==> config.mk <==
export PLATFORM = sky130hd
export DESIGN_NAME = sysctrl_arbiter
export DESIGN_NICKNAME = d
export VERILOG_FILES = /design/src/rtl/sysctrl_pkg.sv /design/src/rtl/sysctrl_arb_timeout.sv /design/src/rtl/sysctrl_arbiter.sv
export SDC_FILE = /design/constraint.sdc
export NUM_CORES = 1
export LEC_CHECK = 0
export ABC_AREA = 1
export BUFFER_PORTS_ARGS = -buffer_cell sky130_fd_sc_hd__clkbuf_2
export CORE_AREA = 2 2 123 125
export CTS_CLUSTER_SIZE = 20
export DETAILED_ROUTE_END_ITERATION = 8
export DIE_AREA = 0 0 125 127
export SYNTH_ARGS = -nofsm -noshare
export SYNTH_HDL_FRONTEND = slang
export SYNTH_SLANG_ARGS = --single-unit
export TNS_END_PERCENT = 20
==> constraint.sdc <==
create_clock -name clk -period 1.5 [get_ports clk]
set_input_delay 0.075 -clock clk [delete_from_list [all_inputs] [get_ports clk]]
set_output_delay 0.075 -clock clk [all_outputs]
set_load 0.05 [all_outputs]
==> src/rtl/sysctrl_pkg.sv <==
// sysctrl_pkg: shared encodings and defaults for the sysctrl bus blocks.
package sysctrl_pkg;

    // Arbiter ownership states; the encoding is fixed so debug tooling can decode it.
    typedef enum logic [1:0] {
        ST_IDLE = 2'd0,
        ST_GNT0 = 2'd1,
        ST_GNT1 = 2'd2
    } arb_state_e;

    // Read data handed back when an access is terminated for lack of a bank response.
    localparam logic [31:0] TIMEOUT_DATA_DEFAULT = 32'hFFFF_FFFF;

    // Default number of granted cycles before an unanswered access is forced to complete.
    localparam int TIMEOUT_DEFAULT = 16;

    // One-hot owner vector for a given state (bit 0 = m0, bit 1 = m1).
    function automatic logic [1:0] state_to_grant(arb_state_e st);
        logic [1:0] g;
        g = 2'b00;
        case (st)
            ST_GNT0: g = 2'b01;
            ST_GNT1: g = 2'b10;
            default: g = 2'b00;
        endcase
        return g;
    endfunction

endpackage

==> src/rtl/sysctrl_arb_timeout.sv <==
// sysctrl_arb_timeout: counts granted cycles without a bank response and flags
// the cycle in which the access must be forced to complete.
module sysctrl_arb_timeout #(
    parameter int TIMEOUT = 16
) (
    input  logic clk,
    input  logic resetn,
    input  logic clr,
    input  logic en,
    input  logic s_ready,
    output logic expire
);

    localparam int CW = (TIMEOUT > 2) ? $clog2(TIMEOUT) : 1;
    localparam logic [CW-1:0] LAST = CW'(TIMEOUT - 1);

    logic [CW-1:0] cnt_q;
    logic [CW-1:0] cnt_d;

    // Clear while idle, advance on every unanswered owned cycle, hold at the last value.
    always_comb begin
        cnt_d = cnt_q;
        if (clr) begin
            cnt_d = '0;
        end else if (en && !s_ready && (cnt_q != LAST)) begin
            cnt_d = cnt_q + 1'b1;
        end
    end

    // Counter register.
    always_ff @(posedge clk or negedge resetn) begin
        if (!resetn) begin
            cnt_q <= '0;
        end else begin
            cnt_q <= cnt_d;
        end
    end

    // A bank response in the final cycle takes precedence over expiry.
    assign expire = en && !s_ready && (cnt_q == LAST);

endmodule

==> src/rtl/sysctrl_arbiter.sv <==
// sysctrl_arbiter: round-robin arbiter between the management CPU (m0) and the
// housekeeping SPI (m1) in front of the sysctrl register bank iomem port, with a
// bounded-wait timeout for accesses the bank never answers.
//
// Handshake: a master raises mX_valid with stable addr/wstrb/wdata and holds it
// until mX_ready pulses for one cycle (rdata valid only in that cycle, 0 otherwise).
// Dropping mX_valid before mX_ready abandons the access without a ready pulse.
// Toward the bank, s_valid is held while the owner waits; s_ready completes the
// access in the same cycle. One idle cycle always follows a completion.
module sysctrl_arbiter
    import sysctrl_pkg::*;
#(
    parameter int          TIMEOUT      = TIMEOUT_DEFAULT,
    parameter logic [31:0] TIMEOUT_DATA = TIMEOUT_DATA_DEFAULT
) (
    input  logic        clk,
    input  logic        resetn,
    input  logic [31:0] m0_addr,
    input  logic        m0_valid,
    input  logic [3:0]  m0_wstrb,
    input  logic [31:0] m0_wdata,
    output logic [31:0] m0_rdata,
    output logic        m0_ready,
    input  logic [31:0] m1_addr,
    input  logic        m1_valid,
    input  logic [3:0]  m1_wstrb,
    input  logic [31:0] m1_wdata,
    output logic [31:0] m1_rdata,
    output logic        m1_ready,
    output logic [31:0] s_addr,
    output logic        s_valid,
    output logic [3:0]  s_wstrb,
    output logic [31:0] s_wdata,
    input  logic [31:0] s_rdata,
    input  logic        s_ready,
    output logic        timeout_flag,
    input  logic        timeout_clr,
    output logic [1:0]  grant,
    output logic [1:0]  state_dbg
);

    arb_state_e  state_q;
    arb_state_e  state_d;
    logic        last_q;
    logic        last_d;
    logic        flag_q;
    logic        flag_d;
    logic        to_set;
    logic        expire;
    logic        owned;
    logic        own_m1;
    logic        own_valid;
    logic [31:0] own_addr;
    logic [3:0]  own_wstrb;
    logic [31:0] own_wdata;
    logic [31:0] done_rdata;

    sysctrl_arb_timeout #(
        .TIMEOUT (TIMEOUT)
    ) u_timeout (
        .clk     (clk),
        .resetn  (resetn),
        .clr     (!owned),
        .en      (owned),
        .s_ready (s_ready),
        .expire  (expire)
    );

    // Select the current owner's request fields.
    always_comb begin
        owned     = (state_q == ST_GNT0) || (state_q == ST_GNT1);
        own_m1    = (state_q == ST_GNT1);
        own_valid = own_m1 ? m1_valid : m0_valid;
        own_addr  = own_m1 ? m1_addr  : m0_addr;
        own_wstrb = own_m1 ? m1_wstrb : m0_wstrb;
        own_wdata = own_m1 ? m1_wdata : m0_wdata;
    end

    // Next-state, round-robin choice, bank port mux and completion/timeout responses.
    always_comb begin
        state_d    = state_q;
        last_d     = last_q;
        to_set     = 1'b0;
        done_rdata = s_ready ? s_rdata : TIMEOUT_DATA;
        s_addr     = '0;
        s_valid    = 1'b0;
        s_wstrb    = '0;
        s_wdata    = '0;
        m0_ready   = 1'b0;
        m1_ready   = 1'b0;
        m0_rdata   = '0;
        m1_rdata   = '0;
        case (state_q)
            ST_IDLE: begin
                if (m0_valid && m1_valid) begin
                    // Tie: the requester that did not own the port most recently wins.
                    state_d = last_q ? ST_GNT0 : ST_GNT1;
                end else if (m0_valid) begin
                    state_d = ST_GNT0;
                end else if (m1_valid) begin
                    state_d = ST_GNT1;
                end
            end
            ST_GNT0, ST_GNT1: begin
                s_addr  = own_addr;
                s_wstrb = own_wstrb;
                s_wdata = own_wdata;
                // Withdraw the request from the bank in the cycle it is timed out.
                s_valid = own_valid && !expire;
                if (!own_valid) begin
                    // Owner abandoned the access; no ready pulse is issued.
                    state_d = ST_IDLE;
                    last_d  = own_m1;
                end else if (s_ready || expire) begin
                    if (own_m1) begin
                        m1_ready = 1'b1;
                        m1_rdata = done_rdata;
                    end else begin
                        m0_ready = 1'b1;
                        m0_rdata = done_rdata;
                    end
                    to_set  = !s_ready;
                    state_d = ST_IDLE;
                    last_d  = own_m1;
                end
            end
            default: begin
                state_d = ST_IDLE;
            end
        endcase
        // A new timeout beats a simultaneous clear.
        flag_d = to_set ? 1'b1 : (timeout_clr ? 1'b0 : flag_q);
    end

    // FSM state, last-owner and sticky timeout flag registers.
    always_ff @(posedge clk or negedge resetn) begin
        if (!resetn) begin
            state_q <= ST_IDLE;
            last_q  <= 1'b1;
            flag_q  <= 1'b0;
        end else begin
            state_q <= state_d;
            last_q  <= last_d;
            flag_q  <= flag_d;
        end
    end

    assign timeout_flag = flag_q;
    assign grant        = state_to_grant(state_q);
    assign state_dbg    = state_q;

endmodule

==> results of run 1 <==
-- worst max path at each step --
stage	from	end	slack [ns]	cells after the start
global route	state_dbg[1]$_DFFE_PN0P_	m0_rdata[13]	-0.44	9
global placement	state_dbg[1]$_DFFE_PN0P_	s_wdata[31]	-0.16	7
CTS	state_dbg[1]$_DFFE_PN0P_	m0_rdata[3]	-0.38	9
floorplan	state_dbg[1]$_DFFE_PN0P_	m0_rdata[0]	-0.48	7
finish	u_timeout.cnt_q[1]$_DFFE_PN0P_	m0_rdata[13]	-0.37	10
detailed placement	state_dbg[1]$_DFFE_PN0P_	s_wdata[31]	-0.19	7
-- critical path, cell delays in order (launching register included) --
cell	delay, ns
dfrtp_1	0.37
ha_2	0.20
nand3_2	0.08
nand2_2	0.10
nand2_4	0.08
nor2_4	0.13
inv_6	0.09
buf_6	0.14
buf_4	0.13
nor2_4	0.10
buf_12	0.14
-- layout by cell type (no fill, tap or decap), types with 2 or more instances in the layout --
master     instances
a21oi_1            2
inv_4              2
nand2_4            3
buf_12            63
dfrtp_1            5
nor2_1            72
clkbuf_16          3
clkbuf_8          26
buf_4             33
ha_4               2
inv_1              7
o21ai_1            4
nor2_2            94
buf_6              9
clkbuf_2         176
o21ai_0           67
nand2_1           20
nand3_1            9
dfrtp_2            2
nor2_4            74
buf_8             58
-- cell families (layout without fill, tap and decap cells) --
kind of cell,Yosys count,in the layout,share of synthesized area (%)
flip-flops,8,8,10.37
buffers and inverters,45,384,11.60
adder cells (fa/ha/maj),4,4,2.577
AND/OR/NAND/NOR,276,276,56.64
AO/OA/AOI/OAI,73,73,18.81
-- final cells by class --
cell class              instances  share of cell area, %
repair buffers                368                  56.54
multi-input cells             353                  34.86
well taps                     184                  3.457
flip-flops and latches          8                  3.063
clock buffers                   4                  1.184
inverters                      12                 0.9019
-- per-stage QoR --
step | cell area, um2 | utilization, % | setup slack (ns) | TNS [ns]
after floorplan | 2646 | - | -0.4788 | -60.08
after global placement | 5498 | 38.12 | -0.1650 | -9.880
after detailed placement | 5498 | 38.12 | -0.1905 | -12.48
after CTS | 6489 | 44.99 | -0.3831 | -37.53
after global routing | 6659 | 46.17 | -0.4416 | -46.42
final | 6659 | 46.17 | -0.3749 | -35.36
-- layer usage --
metal | routed length, um | GRT usage [%]
met1 | 4984 | 17.94
met2 | 7056 | 30.88
met3 | 1102 | 3.224
met4 | 304 | 3.791
met5 | 0 | 0
-- flip-flops by register name, indices dropped and copies added, names as in the netlist --
signal and cells:
last_q 1, state_dbg 2, timeout_flag 1, u_timeout.cnt_q 4
-- report_power, final --
part           leakage (uW)  internal, uW  total, uW  switching, uW
registers          0.000101           295        351           56.4
clock network     0.0000382           355        466            111
logic               0.00296          6830      17100          10300
total               0.00310          7480      17900          10500
-- repair_timing --
| action | in CTS | in global routing |
|---|---|---|
| gates cloned | 1 | 0 |
| setup endpoints to repair | 143 | 144 |
| setup buffers | 4 | 1 |
| pin swaps | 11 | 2 |
| hold endpoints to repair | 8 | 0 |
| gates resized for setup | 210 | 85 |
| hold buffers | 1 | 0 |
==> impl_metrics.yaml, run 1 <==
final_layout:
  num_antenna_cells: 0
  fillCellCount: 1340
  multi_input_area_um2: 2321
  fin_nets: 924
  final-seq-area_um2: 203.9
  drive_gt1_share_pct: 74.50
  finalNonFillerCells: 929
  synthToLayoutAreaGrowth_pct: 242.9
sta:
  finalCritPeriodShare_pct: 125.0
  finalHoldViolations: 0
  hold_ws_ns: 0.03070
  rsz0062_at_grt: "yes"
  drv_slew: 0
  max_freq_mhz: 533.4
  period_needed_ns: 1.875
  tightestPinTransition_ns: 0.4653
  timing.final.ws_setup_ns: -0.3749
  fin_skew_ns: 0.001953
  setup_viol_count_final: 141
  relSlewSlack_pct: 68.87
cts:
  tritoncts: "done"
  clock_sinks: 8
  cts_buffers: 3
  cts_buffer_depth: 2
  cts_root_buf: "clkbuf_16"
  clk_latency_ns: 0.23
  cts_max_level: 1
  clkTransAtPathRegs_ns: 0.04
global_route:
  grt_overflow_total: 0
  grt_pass1_vias: 4099
  grt_start_max_net_pins: 54
  grt_usage_pct: 15.99
  antenna_found_initial: 0
  grt_pass1_wl_um: 20820
worst_hold_path:
  holdPathEnd: "timeout_flag$_DFFE_PN0P_"
  whs_path_depth: 2
  holdCritStartpoint: "timeout_clr"
  hp-class: "primary input to flop"
critical_path:
  r2r-start: "state_dbg[1]$_DFFE_PN0P_"
  crit_type: "flop to output pin"
  worstPathRequired_ns: 1.42
  crit_fanout: 7
  reg2reg_to: "state_dbg[0]$_DFFE_PN0P_"
  start_kind: "flop"
  crit_arrival_ns: 1.80
  r2r_setup_slack_ns: -0.19
  critPathCaptureType: "output pin"
  rr_worst_depth: 9
placed_design:
  dp.cells: 918
  io_buffers: 313
  dp_hpwl_um: 10600
  place.gp.congestion: 0.7989
synthesis:
  synth_seq_area_share_pct: 10.37
  yosysUniqueCellTypes: 22
  synthFlopType: "dfrtp_1"
  yosysMostFrequentCell: "nor2_1"
  synth_area_um2: 1942
  syn_area_per_cell_um2: 4.783
  synth_edf_count: 0
  ys_ff_latch: 8
  synth_area_leader_cell: "nor2_1"
  synthCells: 406
  synth_top_cells_by_area: "nor2_1, o21ai_0, dfrtp_1, nand2_1, clkbuf_1"
  synth_commonest_cells: "nor2_1, o21ai_0, nand2_1"
  synth_warnings: 0
  syn_nets: 584
  synthArstFlopShare_pct: 100.0
  yosysTopAreaCellShare_pct: 44.65
die:
  die_h_um: 127
  die_area_um2: 15880
  rows: 44
  io_pins: 314
  die_w_um: 125
  core_area_um2: 14420
  start_util_pct: 13.46
route:
  drc: 0
  via_per_inst: 4.238
  routedWlPerCell_um: 14.47
  num_vias: 3937
  drtAntennaViolNets: 0
  drt-initial-drc-count: 171
  wl_um: 13450
  drt_pass1_iterations: 4
status:
  outcome: "finished with violations"
  violations: "setup timing"
power_and_ir_drop:
  ir_worst_vdd_uv: 2213
  finalPower_uw: 17930
  power_leakage_uw: 0.003099
  pwr_density_cell_nw_per_um2: 2692
run:
  cap_violations: 0
No activity file was read; power rests on OpenSTA's default activity.
==> inputs of run 2 (changes only) <==
--- a/config.mk
+++ b/config.mk
@@ -7,10 +7,13 @@
 export LEC_CHECK = 0
 export ABC_AREA = 1
 export BUFFER_PORTS_ARGS = -buffer_cell sky130_fd_sc_hd__clkbuf_2
-export CORE_AREA = 2 2 123 125
+export CELL_PAD_IN_SITES_DETAIL_PLACEMENT = 0
+export CELL_PAD_IN_SITES_GLOBAL_PLACEMENT = 1
+export CORE_MARGIN = 2
+export CORE_UTILIZATION = 13
 export CTS_CLUSTER_SIZE = 20
 export DETAILED_ROUTE_END_ITERATION = 8
-export DIE_AREA = 0 0 125 127
+export PLACE_DENSITY_LB_ADDON = 0.1
 export SYNTH_ARGS = -nofsm -noshare
 export SYNTH_HDL_FRONTEND = slang
 export SYNTH_SLANG_ARGS = --single-unit
==> run 2 against run 1 <==
Against the previous run: setup slack improved by 0.063 ns; largest cell class unchanged; critical path depth down 3; register-to-register slack better by 0.21 ns; clock skew increased by 0.0030 ns; the run still ends with setup timing left; critical endpoint is now s_wdata[4]; highest routed layer unchanged; via count shrank 0.58%.
==> impl_metrics.yaml, run 2 (same netlist as run 1, synthesis figures left out) <==
status:
  outcome: "finished with violations"
  violations: "setup timing"
critical_path:
  crit_arrival_ns: 1.74
  worstPathRequired_ns: 1.42
  start_kind: "flop"
  crit_type: "flop to output pin"
  critPathCaptureType: "output pin"
  crit_fanout: 14
final_layout:
  fillCellCount: 1372
  largest_reg_flops: 4
  synthToLayoutAreaGrowth_pct: 242.5
  fin_nets: 914
  drive_gt1_share_pct: 71.02
  num_antenna_cells: 0
  mostFrequentLayoutCells: "clkbuf_2, nor2_1, buf_8"
  regMostFlops: "u_timeout.cnt_q"
  finalNonFillerCells: 919
  final_common_cell: "clkbuf_2"
  design_area_um2: 6650
cts:
  cts_root_buf: "clkbuf_16"
  tritoncts: "done"
  cts_buffers: 3
  clk_latency_ns: 0.24
  cts_buffer_depth: 2
  clkTransAtPathRegs_ns: 0.04
  cts_max_level: 1
  clock_sinks: 8
power_and_ir_drop:
  ir_worst_vdd_uv: 1807
  pwr_density_cell_nw_per_um2: 2848
  power_leakage_uw: 0.003112
placed_design:
  place.gp.congestion: 0.7976
  dp_hpwl_um: 10840
  io_buffers: 313
  place_area_um2: 5500
  dp.cells: 906
run:
  cap_violations: 0
sta:
  finalCritPeriodShare_pct: 120.8
  rsz0062_at_grt: "yes"
  relSlewSlack_pct: 70.43
  timing.final.ws_setup_ns: -0.3121
  setup_viol_count_final: 136
  fin_skew_ns: 0.004940
  hold_ws_ns: 0.03181
  max_freq_mhz: 551.9
  drv_slew: 0
  tightestPinTransition_ns: 0.4418
  period_needed_ns: 1.812
  finalSetupTns_ns: -35.08
  finalHoldViolations: 0
route:
  drc: 0
  num_vias: 3914
  via_per_inst: 4.259
  drt-initial-drc-count: 111
  wl_um: 13760
  drt_pass1_iterations: 4
  routedWlPerCell_um: 14.97
  drtAntennaViolNets: 0
worst_hold_path:
  hp-class: "primary input to flop"
die:
  die_h_um: 126.2
  core_area_um2: 14590
  rows: 44
  die_w_um: 126.2
  start_util_pct: 13.31
  io_pins: 314
  die_area_um2: 15930
global_route:
  grt_pass1_wl_um: 21050
  grt_overflow_total: 0
  grt_usage_pct: 16.33
  antenna_found_initial: 0
  grt_pass1_vias: 4014
  grt_start_max_net_pins: 42
[run 2: final cells by class]
cell class	count	area [um2]	area share [%]
Timing Repair Buffer	358	3857	58.01
Clock buffer	4	78.83	1.185
Inverter	12	57.56	0.8655
Multi-Input combinational cell	353	2222	33.41
Sequential cell	8	203.9	3.067
Tap cell	184	230.2	3.462
[run 2: repair_timing]
action / 4_1_cts / 5_1_grt
gates resized for setup: 206 / 90
endpoints found under the hold margin: 8 / 0
pin swaps: 8 / 11
buffers inserted: 3 / 1
hold buffers: 1 / 0
gates cloned: 2 / 2
setup endpoints to repair: 143 / 143
[run 2: worst paths after layout]
path	start	end	slack, ns	depth (start not counted)
min in group asynchronous	resetn	u_timeout.cnt_q[0]$_DFFE_PN0P_	0.23	2
max in group asynchronous	resetn	last_q$_DFFE_PN1P_	1.02	2
worst min register to register	last_q$_DFFE_PN1P_	last_q$_DFFE_PN1P_	0.50	2
worst max register to register	state_dbg[1]$_DFFE_PN0P_	timeout_flag$_DFFE_PN0P_	0.02	8
worst max-delay path	state_dbg[1]$_DFFE_PN0P_	s_wdata[4]	-0.31	7
worst min-delay path	timeout_clr	timeout_flag$_DFFE_PN0P_	0.03	2
[run 2: where the power goes]
part           internal [uW]  switching, uW
Clock                    355            118
Sequential               295           51.3
Combinational           7650          10500
[run 2: stage by stage]
| stage | power, uW | util, % | setup WS (ns) |
|---|---|---|---|
| final | 18940 | 45.58 | -0.3121 |
| after floorplan | 9550 | - | -0.4788 |
| after CTS | 18230 | 44.31 | -0.3232 |
| after global routing | 19780 | 45.58 | -0.3909 |
| after detailed placement | 15660 | 37.70 | -0.1775 |
| after global placement | 15610 | 37.70 | -0.1847 |
[run 2: worst max-delay path, stage by stage, from the launching register on]
cell and delay (ns):
dfrtp_2 0.39, inv_2 0.06, ha_4 0.30, buf_12 0.16
buf_12 0.15, o21ai_0 0.12, nor2_2 0.16, buf_12 0.15
[run 2: layer usage]
layer	vias up	wire length, um	GRT usage, %
met2	198	7628	32.70
met1	1778	4983	17.83
met3	11	989	3.101
met4	0	156	2.650
li1	1927	-	-
met5	-	0	0
==> inputs of run 3 (changes only) <==
--- a/config.mk
+++ b/config.mk
@@ -9,12 +9,12 @@
 export BUFFER_PORTS_ARGS = -buffer_cell sky130_fd_sc_hd__clkbuf_2
 export CELL_PAD_IN_SITES_DETAIL_PLACEMENT = 0
 export CELL_PAD_IN_SITES_GLOBAL_PLACEMENT = 1
-export CORE_MARGIN = 2
-export CORE_UTILIZATION = 13
+export CORE_AREA = 2 2 120 122
 export CTS_CLUSTER_SIZE = 20
 export DETAILED_ROUTE_END_ITERATION = 8
+export DIE_AREA = 0 0 122 124
 export PLACE_DENSITY_LB_ADDON = 0.1
 export SYNTH_ARGS = -nofsm -noshare
 export SYNTH_HDL_FRONTEND = slang
 export SYNTH_SLANG_ARGS = --single-unit
-export TNS_END_PERCENT = 20
+export TNS_END_PERCENT = 50
==> constraint.sdc (replaced) <==
create_clock -name clk -period 2.1 [get_ports clk]
set_input_delay 0.105 -clock clk [delete_from_list [all_inputs] [get_ports clk]]
set_output_delay 0.105 -clock clk [all_outputs]
set_load 0.05 [all_outputs]
==> run 3 against run 2 <==
Against the previous run: wire length fell by 13%; final cell count shrank 3.9%; hold slack better by 0.031 ns; clock skew about the same; the flow now finishes without violations; sequential share of layout area increased by 1.3 points; highest routed layer unchanged; combinational power shrank 53%; critical path depth rose by 2.
==> impl_metrics.yaml, run 3 (same netlist as run 1, synthesis figures left out) <==
cts:
  clkTransAtPathRegs_ns: 0.04
  cts_buffer_depth: 2
  clk_latency_ns: 0.23
  clock_sinks: 8
  cts_max_level: 1
  cts_buffers: 3
  cts_root_buf: "clkbuf_16"
  tritoncts: "done"
sta:
  finalHoldViolations: 0
  drv_slew: 0
  tightestPinTransition_ns: 0.3907
  rsz0062_at_grt: "yes"
  timing.final.ws_setup_ns: 0.09597
  relSlewSlack_pct: 73.86
  finalCritPeriodShare_pct: 95.43
  fin_skew_ns: 0.004550
  max_freq_mhz: 499.0
  setup_viol_count_final: 0
  period_needed_ns: 2.004
  hold_ws_ns: 0.06265
critical_path:
  crit_arrival_ns: 1.90
  crit_family: "simple AND/OR/NAND/NOR gates"
  r2r_setup_slack_ns: 0.45
  cp_common_cell: "nor2_4"
  crit_fanout: 21
  worstPathRequired_ns: 2.00
  critPathCaptureType: "output pin"
  crit_type: "flop to output pin"
  max_stage_delay_ns: 0.39
  slowest_stage: "dfrtp_1"
  crit_buf_inv: 3
  rr_worst_depth: 9
  start_kind: "flop"
  r2r-start: "state_dbg[1]$_DFFE_PN0P_"
  reg2reg_to: "state_dbg[1]$_DFFE_PN0P_"
  path_cells: "ha_2, nand3_2, nand2_2, nand2_4, nor2_4, inv_4, buf_12, nor2_4, clkbuf_4"
  startpoint: "u_timeout.cnt_q[1]$_DFFE_PN0P_"
final_layout:
  regMostFlops: "u_timeout.cnt_q"
  mostFrequentLayoutCells: "clkbuf_2, nor2_1, nor2_2"
  num_antenna_cells: 0
  fillCellCount: 1524
  final-seq-area_um2: 203.9
  drive_gt1_share_pct: 67.85
  synthToLayoutAreaGrowth_pct: 138.1
  multi_input_area_um2: 2161
  final_common_cell: "clkbuf_2"
  fin_nets: 882
  largest_reg_flops: 4
route:
  drc: 0
  drt_pass1_iterations: 4
  drtAntennaViolNets: 0
  wl_um: 11970
  drt-initial-drc-count: 86
  routedWlPerCell_um: 13.56
  num_vias: 3571
  via_per_inst: 4.044
worst_hold_path:
  whs_path_depth: 2
  hp-class: "primary input to flop"
  holdCritStartpoint: "timeout_clr"
  holdPathEnd: "timeout_flag$_DFFE_PN0P_"
global_route:
  grt_usage_pct: 14.32
  grt_overflow_total: 0
  grt_pass1_wl_um: 17380
  antenna_found_initial: 0
  grt_start_max_net_pins: 69
  grt_pass1_vias: 3466
power_and_ir_drop:
  pwr_density_cell_nw_per_um2: 1956
  power_leakage_uw: 0.002450
  ir_worst_vdd_uv: 1562
  finalPower_uw: 9044
placed_design:
  place_ws_ns: 0.1960
  place.gp.congestion: 0.7818
  dp_hpwl_um: 10010
  io_buffers: 313
die:
  die_w_um: 122
  io_pins: 314
  die_area_um2: 15130
  die_h_um: 124
  core_area_um2: 13720
  rows: 43
  start_util_pct: 14.15
run:
  cap_violations: 0
status:
  outcome: "complete, no violations"
==> run 3: cell count changes in the layout (fill, tap and decap cells not counted), moves of 26 or more <==
cell,delta
buf_12,-66
buf_8,-77
clkbuf_2,+72
clkbuf_4,+28
o21ai_0,+31
o21ai_1,-26
==> run 3: through the flow <==
| stage | area (um2) | setup TNS (ns) | instances | util [%] |
|---|---|---|---|---|
| after global placement | 4340 | 0 | 877 | 31.64 |
| after detailed placement | 4340 | 0 | 877 | 31.64 |
| after floorplan | 2592 | 0 | 406 | - |
| final | 4623 | 0 | 883 | 33.70 |
| after global routing | 4623 | -0.01168 | 883 | 33.70 |
| after CTS | 4479 | -0.004261 | 882 | 32.65 |
==> run 3: routing by layer <==
metal,wire length (um),vias up,part of all wire (%),global-route usage [%]
met5,0,-,0,0
met4,117,0,0.98,1.652
met3,920,10,7.7,3.709
met2,6866,149,57,29.43
met1,4065,1550,34,14.79
li1,-,1862,-,-
==> run 3: worst max-delay path by stage <==
| stage | end | slack [ns] | cells past startpoint |
|---|---|---|---|
| floorplan | m0_rdata[0] | 0.01 | 9 |
| global placement | m0_rdata[10] | 0.24 | 8 |
| detailed placement | m0_rdata[10] | 0.20 | 8 |
| CTS | m0_rdata[10] | -0.004 | 8 |
| global route | m0_rdata[23] | -0.005 | 9 |
| finish | m0_rdata[23] | 0.1 | 9 |
==> run 3: final cells by class <==
type / count / area share [%]
inverters: 12 / 1.055
clock buffers: 4 / 1.705
flip-flops and latches: 8 / 4.411
multi-input cells: 353 / 46.74
repair buffers: 326 / 41.22
well taps: 180 / 4.871
==> run 3: what timing repair did <==
action                                  CTS  global route
endpoints found under the hold margin     8             0
buffers inserted                          0             1
endpoints found under the setup margin   20            82
hold buffers                              1             0
resized for setup                        20           120
==> run 3: power by group <==
group / leakage [uW] / internal, uW / switching [uW]
sequential: 0.000101 / 211 / 46.2
clock: 0.0000382 / 253 / 75.0
combinational: 0.00231 / 1950 / 6510
total: 0.00245 / 2410 / 6630
